[src/rtl/alu_issue_pkg.sv]
// Shared types and constants for the ALU issue/writeback sequencer:
// instruction opclasses, FSM states, instruction field positions and the
// pro_unit ALU opcode encoding.
package alu_issue_pkg;

    typedef enum logic [1:0] {
        OPC_ALU   = 2'b00,
        OPC_LOADI = 2'b01,
        OPC_RSV2  = 2'b10,
        OPC_RSV3  = 2'b11
    } opclass_e;

    typedef enum logic [2:0] {
        ST_IDLE = 3'd0,
        ST_READ = 3'd1,
        ST_EXEC = 3'd2,
        ST_WB   = 3'd3,
        ST_RESP = 3'd4
    } state_e;

    localparam int OPC_HI    = 31;
    localparam int OPC_LO    = 30;
    localparam int ALUOP_HI  = 29;
    localparam int ALUOP_LO  = 26;
    localparam int RD_HI     = 25;
    localparam int RD_LO     = 21;
    localparam int RS1_HI    = 20;
    localparam int RS1_LO    = 16;
    localparam int RS2_HI    = 15;
    localparam int RS2_LO    = 11;
    localparam int WBEN_BIT  = 10;
    localparam int IMM_HI    = 15;
    localparam int IMM_LO    = 0;

    // pro_unit ALU opcodes
    localparam logic [3:0] ALU_ADD = 4'd0;
    localparam logic [3:0] ALU_SUB = 4'd1;
    localparam logic [3:0] ALU_AND = 4'd2;
    localparam logic [3:0] ALU_OR  = 4'd3;
    localparam logic [3:0] ALU_XOR = 4'd4;
    localparam logic [3:0] ALU_SLL = 4'd5;
    localparam logic [3:0] ALU_SRL = 4'd6;
    localparam logic [3:0] ALU_MUL = 4'd7;

    function automatic opclass_e get_opclass(input logic [31:0] instr);
        return opclass_e'(instr[OPC_HI:OPC_LO]);
    endfunction

endpackage

[src/rtl/alu_issue_ctrl_if.sv]
// Bundle of the instruction stream, response stream and pro_unit
// register-file/ALU connections of the issue sequencer.
// slave: the sequencer side; master: the environment side.
interface alu_issue_ctrl_if;
    logic        in_valid;
    logic        in_ready;
    logic [31:0] in_instr;
    logic [3:0]  alu_op;
    logic [4:0]  readreg1;
    logic [4:0]  readreg2;
    logic [4:0]  writereg;
    logic        wr_op;
    logic [31:0] data_in;
    logic [63:0] alu_out;
    logic        res_valid;
    logic        res_ready;
    logic [63:0] res_data;
    logic        res_err;

    modport slave (
        input  in_valid, in_instr, alu_out, res_ready,
        output in_ready, alu_op, readreg1, readreg2, writereg, wr_op,
               data_in, res_valid, res_data, res_err
    );

    modport master (
        output in_valid, in_instr, alu_out, res_ready,
        input  in_ready, alu_op, readreg1, readreg2, writereg, wr_op,
               data_in, res_valid, res_data, res_err
    );
endinterface

[src/rtl/issue_fifo.sv]
// Synchronous instruction FIFO. DEPTH must be a power of two (>= 2) so the
// pointers wrap naturally. full is driven from occupancy only, so a pop in
// the same cycle does not make room for a push.
module issue_fifo #(
    parameter int DEPTH = 4,
    parameter int WIDTH = 32
) (
    input  logic             clk,
    input  logic             clr_n,
    input  logic             push,
    input  logic             pop,
    input  logic [WIDTH-1:0] wdata,
    output logic [WIDTH-1:0] rdata,
    output logic             full,
    output logic             empty
);
    localparam int AW = $clog2(DEPTH);
    localparam int CW = AW + 1;

    logic [WIDTH-1:0] mem_q [DEPTH];
    logic [WIDTH-1:0] mem_d [DEPTH];
    logic [AW-1:0]    wr_ptr_q, wr_ptr_d;
    logic [AW-1:0]    rd_ptr_q, rd_ptr_d;
    logic [CW-1:0]    count_q, count_d;
    logic             push_ok, pop_ok;

    assign full    = (count_q == CW'(DEPTH));
    assign empty   = (count_q == '0);
    assign push_ok = push && !full;
    assign pop_ok  = pop && !empty;
    assign rdata   = mem_q[rd_ptr_q];

    // next pointers, occupancy and storage write
    always_comb begin
        mem_d    = mem_q;
        wr_ptr_d = wr_ptr_q;
        rd_ptr_d = rd_ptr_q;
        count_d  = count_q;
        if (push_ok) begin
            mem_d[wr_ptr_q] = wdata;
            wr_ptr_d        = wr_ptr_q + AW'(1);
        end
        if (pop_ok) begin
            rd_ptr_d = rd_ptr_q + AW'(1);
        end
        case ({push_ok, pop_ok})
            2'b10:   count_d = count_q + CW'(1);
            2'b01:   count_d = count_q - CW'(1);
            default: count_d = count_q;
        endcase
    end

    // FIFO state registers
    always_ff @(posedge clk or negedge clr_n) begin
        if (!clr_n) begin
            for (int i = 0; i < DEPTH; i++) begin
                mem_q[i] <= '0;
            end
            wr_ptr_q <= '0;
            rd_ptr_q <= '0;
            count_q  <= '0;
        end else begin
            mem_q    <= mem_d;
            wr_ptr_q <= wr_ptr_d;
            rd_ptr_q <= rd_ptr_d;
            count_q  <= count_d;
        end
    end
endmodule

[src/rtl/alu_issue_ctrl.sv]
// Instruction issue and writeback sequencer in front of pro_unit.
// Optional feature macro: ISSUE_PERF_CNT_EN adds the retired_cnt output
// (count of response handshakes, wrapping).
//
// state   | meaning
// --------+-----------------------------------------------------------
// IDLE    | no instruction in flight, waiting for the FIFO to fill
// READ    | read addresses / alu_op presented to the register file
// EXEC    | ALU evaluating; result captured on the exit edge
// WB      | register-file write (wr_op) for ALU+wb_en and LOADI
// RESP    | res_valid held until the consumer takes the result
module alu_issue_ctrl
    import alu_issue_pkg::*;
#(
    parameter int FIFO_DEPTH = 4
) (
    input  logic             clk,
    input  logic             clr_n,
    alu_issue_ctrl_if.slave  bus
`ifdef ISSUE_PERF_CNT_EN
   ,output logic [31:0]      retired_cnt
`endif
);
    logic        fifo_push, fifo_pop, fifo_full, fifo_empty;
    logic [31:0] fifo_rdata;

    state_e      state_q, state_d;
    logic [31:0] instr_q, instr_d;
    logic [4:0]  writereg_q, writereg_d;
    logic [31:0] data_in_q, data_in_d;
    logic        wr_op_q, wr_op_d;
    logic [63:0] res_data_q, res_data_d;
    logic        res_err_q, res_err_d;
    logic        resp_hs;
    opclass_e    opc;
    logic [15:0] imm;

    assign fifo_push = bus.in_valid && !fifo_full;
    assign resp_hs   = (state_q == ST_RESP) && bus.res_ready;
    assign opc       = get_opclass(instr_q);
    assign imm       = instr_q[IMM_HI:IMM_LO];

    issue_fifo #(
        .DEPTH (FIFO_DEPTH),
        .WIDTH (32)
    ) u_fifo (
        .clk   (clk),
        .clr_n (clr_n),
        .push  (fifo_push),
        .pop   (fifo_pop),
        .wdata (bus.in_instr),
        .rdata (fifo_rdata),
        .full  (fifo_full),
        .empty (fifo_empty)
    );

    // Next-state, FIFO pop, result capture and writeback setup
    always_comb begin
        state_d    = state_q;
        instr_d    = instr_q;
        writereg_d = writereg_q;
        data_in_d  = data_in_q;
        wr_op_d    = 1'b0;
        res_data_d = res_data_q;
        res_err_d  = res_err_q;
        fifo_pop   = 1'b0;
        unique case (state_q)
            ST_IDLE: begin
                if (!fifo_empty) begin
                    fifo_pop = 1'b1;
                    instr_d  = fifo_rdata;
                    state_d  = ST_READ;
                end
            end
            ST_READ: state_d = ST_EXEC;
            ST_EXEC: begin
                state_d = ST_WB;
                unique case (opc)
                    OPC_ALU: begin
                        res_data_d = bus.alu_out;
                        res_err_d  = 1'b0;
                        if (instr_q[WBEN_BIT]) begin
                            wr_op_d    = 1'b1;
                            writereg_d = instr_q[RD_HI:RD_LO];
                            data_in_d  = bus.alu_out[31:0];
                        end
                    end
                    OPC_LOADI: begin
                        res_data_d = {48'b0, imm};
                        res_err_d  = 1'b0;
                        wr_op_d    = 1'b1;
                        writereg_d = instr_q[RD_HI:RD_LO];
                        data_in_d  = {16'b0, imm};
                    end
                    default: begin
                        res_data_d = '0;
                        res_err_d  = 1'b1;
                    end
                endcase
            end
            ST_WB: state_d = ST_RESP;
            ST_RESP: begin
                if (bus.res_ready) begin
                    if (!fifo_empty) begin
                        fifo_pop = 1'b1;
                        instr_d  = fifo_rdata;
                        state_d  = ST_READ;
                    end else begin
                        state_d = ST_IDLE;
                    end
                end
            end
            default: state_d = ST_IDLE;
        endcase
    end

    // Sequencer state registers
    always_ff @(posedge clk or negedge clr_n) begin
        if (!clr_n) begin
            state_q    <= ST_IDLE;
            instr_q    <= '0;
            writereg_q <= '0;
            data_in_q  <= '0;
            wr_op_q    <= 1'b0;
            res_data_q <= '0;
            res_err_q  <= 1'b0;
        end else begin
            state_q    <= state_d;
            instr_q    <= instr_d;
            writereg_q <= writereg_d;
            data_in_q  <= data_in_d;
            wr_op_q    <= wr_op_d;
            res_data_q <= res_data_d;
            res_err_q  <= res_err_d;
        end
    end

    assign bus.in_ready  = !fifo_full;
    assign bus.alu_op    = instr_q[ALUOP_HI:ALUOP_LO];
    assign bus.readreg1  = instr_q[RS1_HI:RS1_LO];
    assign bus.readreg2  = instr_q[RS2_HI:RS2_LO];
    assign bus.writereg  = writereg_q;
    assign bus.wr_op     = wr_op_q;
    assign bus.data_in   = data_in_q;
    assign bus.res_valid = (state_q == ST_RESP);
    assign bus.res_data  = res_data_q;
    assign bus.res_err   = res_err_q;

`ifdef ISSUE_PERF_CNT_EN
    logic [31:0] retired_cnt_q, retired_cnt_d;

    // Count every accepted response, error results included
    always_comb begin
        retired_cnt_d = retired_cnt_q;
        if (resp_hs) begin
            retired_cnt_d = retired_cnt_q + 32'd1;
        end
    end

    // Retired-instruction counter register
    always_ff @(posedge clk or negedge clr_n) begin
        if (!clr_n) begin
            retired_cnt_q <= '0;
        end else begin
            retired_cnt_q <= retired_cnt_d;
        end
    end

    assign retired_cnt = retired_cnt_q;
`endif
endmodule

[src/flat_wrapper.sv]
// flat-port wrapper written by rule: the top's interface ports become plain ports
module alu_issue_ctrl_flat import alu_issue_pkg::*;
#(
    parameter int FIFO_DEPTH = 4
)
  (clk, clr_n, bus_in_valid, bus_in_instr, bus_alu_out, bus_res_ready, bus_in_ready, bus_alu_op, bus_readreg1, bus_readreg2, bus_writereg, bus_wr_op, bus_data_in, bus_res_valid, bus_res_data, bus_res_err);
  alu_issue_ctrl_if bus_i ();
  input  logic clk;
  input  logic clr_n;
  input wire logic [$bits(bus_i.in_valid)-1:0] bus_in_valid;
  input wire logic [$bits(bus_i.in_instr)-1:0] bus_in_instr;
  input wire logic [$bits(bus_i.alu_out)-1:0] bus_alu_out;
  input wire logic [$bits(bus_i.res_ready)-1:0] bus_res_ready;
  output wire logic [$bits(bus_i.in_ready)-1:0] bus_in_ready;
  output wire logic [$bits(bus_i.alu_op)-1:0] bus_alu_op;
  output wire logic [$bits(bus_i.readreg1)-1:0] bus_readreg1;
  output wire logic [$bits(bus_i.readreg2)-1:0] bus_readreg2;
  output wire logic [$bits(bus_i.writereg)-1:0] bus_writereg;
  output wire logic [$bits(bus_i.wr_op)-1:0] bus_wr_op;
  output wire logic [$bits(bus_i.data_in)-1:0] bus_data_in;
  output wire logic [$bits(bus_i.res_valid)-1:0] bus_res_valid;
  output wire logic [$bits(bus_i.res_data)-1:0] bus_res_data;
  output wire logic [$bits(bus_i.res_err)-1:0] bus_res_err;
  assign bus_i.in_valid = bus_in_valid;
  assign bus_i.in_instr = bus_in_instr;
  assign bus_i.alu_out = bus_alu_out;
  assign bus_i.res_ready = bus_res_ready;
  assign bus_in_ready = bus_i.in_ready;
  assign bus_alu_op = bus_i.alu_op;
  assign bus_readreg1 = bus_i.readreg1;
  assign bus_readreg2 = bus_i.readreg2;
  assign bus_writereg = bus_i.writereg;
  assign bus_wr_op = bus_i.wr_op;
  assign bus_data_in = bus_i.data_in;
  assign bus_res_valid = bus_i.res_valid;
  assign bus_res_data = bus_i.res_data;
  assign bus_res_err = bus_i.res_err;
  alu_issue_ctrl #(.FIFO_DEPTH(FIFO_DEPTH)) u_core (.clk(clk), .clr_n(clr_n), .bus(bus_i));
endmodule
[config.mk]
export PLATFORM = sky130hd
export DESIGN_NAME = alu_issue_ctrl_flat
export DESIGN_NICKNAME = d
export VERILOG_FILES = /design/src/rtl/alu_issue_pkg.sv /design/src/rtl/alu_issue_ctrl_if.sv /design/src/rtl/issue_fifo.sv /design/src/rtl/alu_issue_ctrl.sv /design/src/flat_wrapper.sv
export SDC_FILE = /design/constraint.sdc
export NUM_CORES = 1
export LEC_CHECK = 0
export ABC_AREA = 1
export CORE_MARGIN = 2
export CORE_UTILIZATION = 50
export DETAILED_ROUTE_END_ITERATION = 10
export PLACE_DENSITY = 0.77
export RECOVER_POWER = 25
export SLEW_MARGIN = 20
export SYNTH_ARGS = -nofsm -noshare
export SYNTH_HDL_FRONTEND = slang
export SYNTH_SLANG_ARGS = --single-unit
[constraint.sdc]
create_clock -name clk -period 3.8 [get_ports clk]
set_clock_uncertainty 0.1 [all_clocks]
set_input_delay 0.95 -clock clk [delete_from_list [all_inputs] [get_ports clk]]
set_output_delay 0.95 -clock clk [all_outputs]
set_load 0.05 [all_outputs]
## Word level (Yosys, flattened, before mapping)

Cells that the tools add are included.

| cells by class | value |
|---|---|
| reduce and logical (&&, ||, !) cells | 16 |
| multiplexer cells | 26 |
| $lt $le $gt $ge | 3 |
| equal/unequal tests | 11 |
| bitwise operators | 2 |
| add/subtract/negate cells | 4 |

Operators with widths:

| kind | count |
|---|---|
| $mux W32 | 6 |
| $bwmux W128 | 1 |
| $pmux W32 S2 | 2 |
| $pmux W64 S2 | 1 |
| $bmux W32 S2 | 1 |
| $demux W32 S2 | 1 |
| $pmux W3 S5 | 1 |
| $pmux W5 S2 | 1 |
| $eq A3 B2 Y1 const B | 2 |
| $eq A3 B3 Y1 const B | 2 |
| $ge A3 B3 Y1 const B | 2 |
| $logic_not A3 Y1 | 2 |
| $mux W1 | 6 |
| $mux W3 | 2 |
| $not A2 Y3 | 2 |
| $pmux W3 S2 | 1 |
| $reduce_bool A2 Y1 | 3 |
| $mux W5 | 1 |
| $add A2 B1 Y2 const B | 2 |
| $eq A2 B1 Y1 const B | 2 |
| $logic_and A1 B1 Y1 | 4 |
| $ne A2 B2 Y1 const B | 2 |
| $pmux W1 S2 | 2 |
| $reduce_and A2 Y1 | 2 |
| other kinds (10) | 11 |

| word-level totals | value |
|---|---|
| output and inout port bits | 119 |
| input port bits | 100 |
| word-level logic and storage cells | 76 |
| register bits after elaboration | 273 |

## Logic depth before layout (Yosys ltp)

| logic depth | value |
|---|---|
| depth in word-level cells | 7 |
| mapped depth | 12 |
| gate-level depth less buffers | 11 |

## By module

From an unflattened synthesis, not the netlist that was laid out.

| unflattened totals | value |
|---|---|
| cells, all modules | 1580 |
| area, all modules | 12806.0 µm² |

Modules (own cells, without submodules):

| module | instances | cells an instance | seq. area each (µm²) | area each (µm²) |
|---|---|---|---|---|
| issue_fifo | 1 | 841 | 3378.2 | 6703.9 |
| alu_issue_ctrl | 1 | 739 | 3453.3 | 6102.1 |

## Worst setup path after synthesis

OpenSTA, ideal clock, no wires.

| timing path | value |
|---|---|
| path kind | in2reg |
| start | input bus_in_valid |
| end | register u_core.u_fifo.count_q[2] |
| arrival | 2.282 ns |
| path buffers | 2 |
| stages on the path | 9 |
| setup time | 0.123 ns |
| required time | 3.577 ns |
| setup slack | 1.295 ns |
| path through | buf_4 > clkbuf_1 > nand2_1 > ha_1 > inv_1 > fa_1 > nand2_1 > nand3_1 > xor2_1 |

| between the ends | value |
|---|---|
| cells in the longest elaborated chain, start to end | 4 |
| elaborated cells between the ends (all ways) | 6 |
| classes of those cells | 2 x eq/ne; 1 x mux; 3 x reduce/logical |

Ends and longest elaborated chain:

| element | RTL line | RTL |
|---|---|---|
| start, declared | flat_wrapper.sv:10 | `input wire logic [$bits(bus_i.in_valid)-1:0] bus_in_valid;` |
| $logic_and A1 B1 Y1 * | alu_issue_ctrl.sv:38 | `assign fifo_push = bus.in_valid && !fifo_full;` |
| $logic_and A1 B1 Y1 * | issue_fifo.sv:29 | `assign push_ok = push && !full;` |
| $eq A2 B1 Y1 or $eq A2 B2 Y1 (tied branches) | issue_fifo.sv:46 | `case ({push_ok, pop_ok})` |
| $pmux W3 S2 or $reduce_bool A2 Y1 (tied branches) | - |  |
| end signal, assigned | issue_fifo.sv:66 | `count_q <= count_d;` |
| end, declared | issue_fifo.sv:24 | `logic [CW-1:0] count_q, count_d;` |

Mark *: on every way between the ends. The rest lies on a longest branch, timed or not.
A chain may end at the register's enable or synchronous reset.

## Worst setup path in the final report

| timing path | value |
|---|---|
| start | register u_core.state_q[0] |
| end | output bus_res_valid |

| between the ends | value |
|---|---|
| cells in the longest elaborated chain, start to end | 1 |

Ends and longest elaborated chain:

| element | RTL line | RTL |
|---|---|---|
| start, declared | alu_issue_ctrl.sv:27 | `state_e state_q, state_d;` |
| start signal, assigned | alu_issue_ctrl.sv:128 | `state_q <= state_d;` |
| $eq A3 B3 Y1 | - |  |
| end, declared | flat_wrapper.sv:21 | `output wire logic [$bits(bus_i.res_valid)-1:0] bus_res_valid;` |

Every way passes these cells.

==> impl_metrics.toml <==
[die]
die_w_um = 166.0
initial_core_util_pct = 50.62
die_h_um = 166.0
core_um2 = 25910
io_pins = 219
dieArea_um2 = 27540
fp-row-count = 59

[clock_tree]
numCtsBuffers = 29
tritoncts = "yes"
cts_max_path_buffers = 3
post_cts_resized = 0
cts-root-buf = "clkbuf_16"
cts.sinks = 273
htreeDepth = 1
clkLatencyLatePin_ns = 0.55
cts_setup_buffers = 0
path_clk_slew_ns = 0.06
hold_buffers = 0

[critical_path]
worst_setup_path_start_kind = "register"
critical_path.max_fanout = 4
path_depth = 4
worstSetupEndpointType = "primary output"
reg2reg_depth = 5
max_stage_delay_ns = 0.81
critPathBufInv = 2
crit_arrival_ns = 2.06
path_delay_family = "buffers and inverters"
r2r_slack_ns = 1.00
cp.required_ns = 2.75
worstSetupPathType = "register to primary output"
critPathSlowestCell = "clkdlybuf4s50_1"
path_cells = "inv_1 > nand2_1 > nor2_1 > clkdlybuf4s50_1"

[global_routing]
grt_max_degree = 113
antenna_found_initial = 0
grt_pass1_wl_mm = 58.69
gr-total-overflow = 0
grt_pass1_vias = 11445
track_usage_pct = 25.98

[final_layout]
n_antenna_cell = 0
final_layout_size_suffix_gt1_share_pct = 4.574
area_growth_pct = 23.42
nets = 1967

[synthesis]
netlist_instances = 1711
seq_area_frac_synth_pct = 52.08
synth-seq-cells = 273
synth_cell_types = 24
synth-warning-count = 0
synth_top_area_cell = "dfrtp_1"
avgSynthCellArea_um2 = 7.666
post_synth_instance_area_um2 = 13120
synth_top_cell_area_share_pct = 52.08
synth_nets = 1817
synth_area_leaders = "dfrtp_1 52%, nand2_1 23%, nand4_1 6.1%, inv_1 5.0%, nand3_1 2.7%"

[timing]
hold_viol = 0
final.setup.tns_ns = 0
rsz0062_at_grt = "false"
tightest_slew_ns = 2.040
post-route-period-util_pct = 81.75
slew_violations = 107
finalSetupViolCount = 0
slew_headroom_pct = -36.02
max_freq_ghz = 0.3219
min_period_ns = 3.107

[place]
hpwl_mm = 22.79
io_buffers = 218
finalWeightedCongestion = 0.8272

[detailed_routing]
wl_per_cell_um = 16.39
drtIter0Drc = 1055
vias = 11781
firstDrtPassIters = 7
via_per_inst = 5.319
ant_nets = 0
routed_wl_mm = 36.31
drc_errors = 0

[pwr]
power.total_mw = 15.71
total_leakage_power_nw = 8.516
irDropWorstVdd_v = 0.0008059
power_density_nw_per_um2 = 970.3

[worst_hold_path]
hold_path.class = "input port to async pin"

[run_status]
violations = "max-capacitance violations, max-slew violations"
status = "finished, violations left"

[job]
maxCapViolations = 3
-- cell usage in the layout (no fill, tap or decap), types with 5 or more instances in the layout --
cell / count
o21ai_0: 72
clkbuf_16: 29
nand3_1: 72
nand2_1: 805
dfrtp_1: 272
nor2_4: 5
inv_1: 175
o21ai_1: 13
clkbuf_1: 9
nand4_1: 128
clkbuf_8: 6
buf_4: 27
clkdlybuf4s50_1: 215
nor2_1: 21
ha_1: 5
-- sequential cells by signal (all words and copies together), names as in the netlist --
register,cells
u_core.bus.data_in,32
u_core.bus.res_data,64
u_core.bus.res_err,1
u_core.bus.wr_op,1
u_core.bus.writereg,5
u_core.instr_q,32
u_core.state_q,3
u_core.u_fifo.count_q,3
u_core.u_fifo.mem_q,128
u_core.u_fifo.rd_ptr_q,2
u_core.u_fifo.wr_ptr_q,2
-- path summary, 6_finish.rpt --
kind | start | to
min | clr_n | u_core.u_fifo.mem_q[21]
min in group clk | u_core.u_fifo.mem_q[28] | u_core.u_fifo.mem_q[28]
min reg2reg | u_core.u_fifo.mem_q[28] | u_core.u_fifo.mem_q[28]
max in group asynchronous | clr_n | u_core.bus.data_in[1]
max | u_core.state_q[0] | bus_res_valid
max reg2reg | u_core.state_q[2] | u_core.bus.data_in[18]
-- power breakdown --
| group | total, mW | switching, mW | leakage, nW | internal [mW] |
|---|---|---|---|---|
| Combinational | 7.85 | 5.47 | 4.61 | 2.38 |
| Clock | 2.86 | 1.15 | 0.462 | 1.71 |
| Sequential | 5.00 | 0.786 | 3.45 | 4.21 |
-- layout make-up --
class                   count  area, µm²
clock inverters            10      138.9
clock buffers              40      827.0
inverters                 179      674.4
multi-input cells        1130       4901
repair buffers            248       2395
fillers                  2165       9723
well taps                 335      419.2
flip-flops and latches    273       6833
-- kinds of logic (layout without fill, tap and decap cells) --
family,Yosys count,count (layout),synth area share (%)
and+or+nand+nor,1034,1034,33.09
DFF,273,273,52.08
xor gates and xnor gates,4,4,0.2671
AOI/OAI and AO/OA,86,86,3.281
buffers and inverters,308,477,10.65
adders and majority gates,6,6,0.6296
-- synthesized netlist by cell type (all sizes together) --
cell	instances
a21oi	1
buf	95
clkbuf	34
dfrtp	273
fa	1
ha	5
inv	179
nand2	806
nand3	73
nand4	128
nor2	27
o21ai	85
xnor2	1
xor2	3
-- through the flow --
step	cells	hold WS (ns)	instance area, µm²	utilization, %	setup WS (ns)
after floorplan	1711	0.3419	13120	-	1.295
after global placement	2165	0.3530	15280	58.98	0.9918
after detailed placement	2165	0.3578	15280	58.98	0.9948
after CTS	2215	0.3719	16250	62.71	0.6744
after global routing	2215	0.3873	16190	62.48	0.3203
final	2215	0.3148	16190	62.48	0.6934
-- routing by layer --
layer  wire length [µm]  vias up  track usage [%]
met5                  0        -                0
met4                790        0            7.259
met3               3091       52            5.124
met2              17540      460            44.58
met1              14890     5662            33.75
li1                   -     5607                -
No activity file was read; power rests on OpenSTA's default activity.
